`src/rtl/csi_rx_clk_mon.sv`:
```
// Byte-clock monitor for a CSI receiver: qualifies each asynchronous byte clock, measures
// its edge rate per window, and holds that lane's ISERDES in reset while it is unusable.
module csi_rx_clk_mon #(
  parameter int  NUM_CH     = 2,
  parameter int  TIMEOUT    = 10,
  parameter int  GOOD_EDGES = 3,
  parameter int  WIN_LEN    = 256,
  parameter int  MIN_EDGES  = 8,
  parameter int  MAX_EDGES  = 200,
  localparam int CW         = $clog2(WIN_LEN) + 1
) (
  input  logic                 ref_clock,
  input  logic                 reset_in,
  input  logic                 enable,
  input  logic [NUM_CH-1:0]    byte_clock,
  input  logic                 clr_sticky,
  output logic [NUM_CH-1:0]    clk_ok,
  output logic [NUM_CH-1:0]    reset_out,
  output logic [NUM_CH*CW-1:0] edge_cnt,
  output logic                 cnt_valid,
  output logic [NUM_CH-1:0]    lost_sticky
);

  localparam int IW = $clog2(TIMEOUT + 1);
  localparam int QW = $clog2(GOOD_EDGES + 1);
  localparam int WW = (WIN_LEN > 1) ? $clog2(WIN_LEN) : 1;

  typedef enum logic [1:0] {
    ST_LOST,
    ST_QUALIFY,
    ST_LOCKED
  } state_t;

  logic [WW-1:0] win_cnt;
  logic          win_term;

  assign win_term = (win_cnt == WW'(WIN_LEN - 1));

  // NOTE: reset is synchronous, so it lives inside the clocked branch, and all state
  // updates use non-blocking assignments so every flop samples pre-edge values.
  always_ff @(posedge ref_clock) begin
    if (reset_in) begin
      win_cnt   <= '0;
      cnt_valid <= 1'b0;
    end else begin
      win_cnt   <= win_term ? '0 : win_cnt + 1'b1;
      cnt_valid <= win_term;
    end
  end

  for (genvar i = 0; i < NUM_CH; i++) begin : g_ch
    logic [2:0]    sync;
    logic          toggle, rise, timeout;
    logic [IW-1:0] idle;
    logic [QW-1:0] qcnt;
    logic [CW-1:0] acc, acc_close, cnt_q;
    logic          armed, range_fault, qual_done, drop;
    state_t        state, state_nxt;
    logic          clk_ok_q, reset_out_q, sticky_q;
    logic          clk_ok_d, reset_out_d, sticky_set;

    assign toggle    = sync[1] ^ sync[2];
    assign rise      = sync[1] & ~sync[2];
    assign timeout   = (idle == IW'(TIMEOUT));
    assign drop      = timeout || !enable;
    assign acc_close = (rise && (acc != {CW{1'b1}})) ? acc + 1'b1 : acc;
    assign qual_done = (state == ST_QUALIFY) && rise && (qcnt == QW'(GOOD_EDGES - 1));
    // Only windows that started after the first closure in LOCKED are range-checked.
    assign range_fault = (state == ST_LOCKED) && win_term && armed &&
                         ((int'(acc_close) < MIN_EDGES) || (int'(acc_close) > MAX_EDGES));

    always_ff @(posedge ref_clock) begin
      if (reset_in) begin
        sync  <= '0;
        idle  <= '0;
        acc   <= '0;
        cnt_q <= '0;
        qcnt  <= '0;
        armed <= 1'b0;
      end else begin
        sync <= {sync[1:0], byte_clock[i]};
        if (toggle)
          idle <= '0;
        else if (!timeout)
          idle <= idle + 1'b1;
        acc <= win_term ? '0 : acc_close;
        if (win_term)
          cnt_q <= acc_close;
        if (state != ST_QUALIFY)
          qcnt <= '0;
        else if (rise)
          qcnt <= qcnt + 1'b1;
        if (state != ST_LOCKED)
          armed <= 1'b0;
        else if (win_term)
          armed <= 1'b1;
      end
    end

    always_ff @(posedge ref_clock) begin
      if (reset_in) begin
        state       <= ST_LOST;
        clk_ok_q    <= 1'b0;
        reset_out_q <= 1'b1;
        sticky_q    <= 1'b0;
      end else begin
        state       <= state_nxt;
        clk_ok_q    <= clk_ok_d;
        reset_out_q <= reset_out_d;
        if (sticky_set)
          sticky_q <= 1'b1;
        else if (clr_sticky)
          sticky_q <= 1'b0;
      end
    end

    // NOTE: state_nxt gets a default before the case so no path leaves it unassigned,
    // which would otherwise infer a latch.
    always_comb begin
      state_nxt = state;
      case (state)
        ST_LOST:    if (!drop && toggle) state_nxt = ST_QUALIFY;
        ST_QUALIFY: if (drop) state_nxt = ST_LOST;
                    else if (qual_done) state_nxt = ST_LOCKED;
        ST_LOCKED:  if (drop || range_fault) state_nxt = ST_LOST;
        default:    state_nxt = ST_LOST;
      endcase
    end

    // Outputs decode the next state so the registered flags line up with the state flop.
    always_comb begin
      clk_ok_d    = (state_nxt == ST_LOCKED);
      reset_out_d = (state_nxt != ST_LOCKED);
      sticky_set  = (state == ST_LOCKED) && (timeout || range_fault);
    end

    assign clk_ok[i]               = clk_ok_q;
    assign reset_out[i]            = reset_out_q;
    assign lost_sticky[i]          = sticky_q;
    assign edge_cnt[i*CW +: CW]    = cnt_q;
  end

endmodule

```
`config.mk`:
```
export PLATFORM = sky130hd
export DESIGN_NAME = csi_rx_clk_mon
export DESIGN_NICKNAME = d
export VERILOG_FILES = /design/src/rtl/csi_rx_clk_mon.sv
export SDC_FILE = /design/constraint.sdc
export NUM_CORES = 1
export LEC_CHECK = 0
export BUFFER_PORTS_ARGS = -buffer_cell sky130_fd_sc_hd__buf_2
export CAP_MARGIN = 15
export CORE_ASPECT_RATIO = 1.4
export CORE_MARGIN = 2
export CORE_UTILIZATION = 58
export DETAILED_ROUTE_END_ITERATION = 10
export PLACE_DENSITY_LB_ADDON = 0.2
export SLEW_MARGIN = 20
export SYNTH_ARGS = -nofsm -noshare
export SYNTH_HDL_FRONTEND = slang
export SYNTH_SLANG_ARGS = --single-unit
```
`constraint.sdc`:
```
create_clock -name ref_clock -period 5.75 [get_ports ref_clock]
set_input_delay 0.8625 -clock ref_clock [delete_from_list [all_inputs] [get_ports ref_clock]]
set_output_delay 0.8625 -clock ref_clock [all_outputs]
set_load 0.01 [all_outputs]
```
==> out/qor.yml <==
cts.hold.buffers_added: 0
vdd_drop_max_uv: 247
nNetsFinal: 401
fillCellCount: 492
path_common_cell: "and4_1"
min_period_ps: 2770
synth-async-reset-ratio: 0
drc: 0
fin_setup_tns_ps: 0
avgSynthCellArea_um2: 9.29
cp-start-kind: "flip-flop"
slowest_delay_ps: 440
finalCritPeriodShare: 0.482
synth_edf_count: 0
area_delta_synth_final_pct: 7.90
vias: 2508
synth.top_cells.by_area: "dfxtp_1 44%, nor2_1 7.2%, a211oi_1 5.0%"
cp_num_buf_inv: 0
viasPerCell: 5.49
netSwitchingFraction: 0.230
yosysUniqueCellTypes: 58
maxCapViolCount: 0
clkSinkCount: 75
yosys-top-cells-count: "75 x dfxtp_1, 66 x nor2_1, 23 x a211oi_1, 19 x nand2_1, 16 x xnor2_1"
setup_viol: 0
status: "completed"
post_cts_buffers: 0
drt_iter0_drc: 77
hold_path.class: "reg -> reg"
rr_startpoint: "g_ch[0].acc[2]"
fin_cells: 457
worstPathCellList: "and4_1 > and4_1 > ha_1 > nor2b_1 > mux2i_1 > o31a_1 > and4bb_1 > a21oi_2 > a31o_1"
p_clk_frac: 0.416
rsz0062_at_grt: "false"
io_buffer_count: 30
grt_pass1_vias: 2410
r2r_setup_slack_ps: 2980
cts-htree-levels: 3
dp_hpwl_mm: 4.38
diodes: 0
power.density_nw_per_um2: 267
timing.hold.ws_ps: 445
cp-end-kind: "flip-flop"
seqPwrFrac: 0.544
min_path_cells: 1
num_rows: 33
synth_area_leader_cell: "dfxtp_1"
synth.top_cell.area_share: 0.439
p_int_uw: 758
synth-seq-area-share: 0.439
dieArea_um2: 6530
synth_ff_type: "dfxtp_1"
overflow: 0
crit_type: "reg -> reg"
max_slew.worst_pin.slew_ps: 719
syn-num-nets: 387
fmax_mhz: 361
dp_cells: 441
synth_area_um2: 3420
avgRoutedWirePerCell_um: 13.6
p_total_uw: 984
pin_count: 31
drive_gt1_frac: 0.173
cts_root_buf: "clkbuf_8"
p_sw_uw: 226
chipWidth_um: 68.9
cp.required_ps: 5990
fin_util: 0.638
coreArea_um2: 5780
hp-start: "g_ch[0].sync[0]"
netlist_instances: 368
yosysMostFrequentCell: "dfxtp_1"
drt-total-wl_mm: 6.22
drt_pass1_iterations: 4
die_h_um: 94.9
antenna_found_initial: 0
initial_core_util: 0.592
clkTransAtPathRegs_ps: 80
tritoncts: "built"
max-slew-margin-rel: 0.521
numCtsBuffers: 9
cpMaxStageDelayCell: "nor2b_1"
grt_pass1_wl_mm: 10.5
clock_path_buffers: 2
clock_latency_ps: 350
r2r.worst_path.cells: 9
rr_endpoint: "g_ch[0].clk_ok_q"
gp_congestion: 0.848
crit_fanout: 8
grt_max_degree: 42
worst_path_dominant_cell_family: "simple AND/OR/NAND/NOR gates"
pwr-share-comb: 0.040
drv_slew: 0
hold_violations: 0
grt_usage: 0.214
worstHoldEndpoint: "g_ch[0].sync[1]"
leakagePower_uw: 0.00138
ant_nets: 0
yosys_warnings: 0
ctsResizeCount: 0
finClkSkew_ps: 11.1
arrival_ps: 3010
ys_seq_elements: 75
[layer usage]
layer / vias up / wire length, µm / global-route usage
li1: 1288 / - / -
met1: 1177 / 2650 / 0.236
met2: 31 / 3250 / 0.372
met3: 12 / 161 / 0.0548
met4: 0 / 157 / 0.105
met5: - / 0 / 0
[power by group through the flow]
stage	Combinational (µW)	Sequential [µW]	Clock, µW
2_1_floorplan	34.1	546	0
3_3_place_gp	38.2	547	0
3_5_place_dp	39.4	548	0
5_1_grt	44.6	537	441
4_1_cts	39.8	535	421
6_report	39.1	535	409
[per-stage QoR]
| step | setup slack [ps] | area (µm²) |
|---|---|---|
| after CTS | 2990 | 3690 |
| after detailed placement | 3020 | 3490 |
| final | 2980 | 3690 |
| after floorplan | 3290 | 3420 |
| after global placement | 3060 | 3490 |
| after global routing | 2740 | 3690 |
[worst max path at each step]
stage,endpoint,cells past startpoint,start,slack [ps]
finish,g_ch[0].clk_ok_q,9,g_ch[0].acc[2],2980
global route,g_ch[0].clk_ok_q,9,g_ch[0].acc[2],2740
CTS,g_ch[0].clk_ok_q,9,g_ch[0].acc[2],2990
detailed placement,g_ch[0].clk_ok_q,9,g_ch[0].acc[2],3020
global placement,g_ch[0].state[1],9,g_ch[0].acc[2],3060
floorplan,g_ch[0].clk_ok_q,12,g_ch[0].acc[2],3290
[kinds of logic after synthesis]
group / count (synthesis) / share of synthesized area
muxes: 4 / 0.0117
AOI/OAI and AO/OA: 52 / 0.118
buffers and inverters: 35 / 0.0615
adders and majority gates: 13 / 0.0476
and+or+nand+nor: 161 / 0.250
xor gates and xnor gates: 28 / 0.0717
DFF: 75 / 0.439
[final cells by class]
class,instances,area [µm²],share of cell area
tap,70,87.6,0.0237
clock buffer,11,141,0.0383
multi-input combinational,258,1710,0.465
sequential,75,1500,0.407
inverter,7,26.3,0.00712
timing repair buffer,31,158,0.0427
clock inverter,5,61.3,0.0166
[sequential cells by signal, indices dropped and copies added, names as in the netlist, 2 cells and up]
signal,flops
g_ch.qcnt,4
g_ch.state,4
g_ch.armed,2
g_ch.idle,8
win_cnt,8
g_ch.cnt_q,18
g_ch.clk_ok_q,2
g_ch.sticky_q,2
g_ch.acc,18
g_ch.sync,6
g_ch.reset_out_q,2
[worst register-to-register path, delay by kind of cell (launching register included)]
family	cells	cell delay, ps
AOI/OAI and AO/OA	3	510
adders and majority gates	1	210
muxes	1	400
DFF	1	380
and+or+nand+nor	4	1180
[cell usage in the layout, fill, tap and decap left out, types with 2 or more instances in the layout]
master / instances
inv_1: 7
a31o_1: 4
nand3_1: 10
or3_1: 3
and4b_1: 3
or2_2: 2
nand3b_1: 2
and2_1: 2
nor3b_1: 4
buf_2: 30
nor3_1: 5
nand2b_1: 5
nand2_1: 19
nor2_1: 66
nor2b_1: 10
nand3_2: 2
mux2i_1: 4
and3_2: 2
clkbuf_8: 10
xnor2_1: 16
clkinvlp_4: 3
a31oi_1: 3
a21oi_2: 2
a211oi_1: 23
o21ai_0: 3
xor2_1: 12
and4_1: 2
dfxtp_1: 75
ha_1: 13
a21oi_1: 6
and2b_2: 2
nor4b_1: 2
nand4_1: 3
nand4b_1: 2
nor4_1: 5
Note: power is estimated with default switching activity, not from simulation.
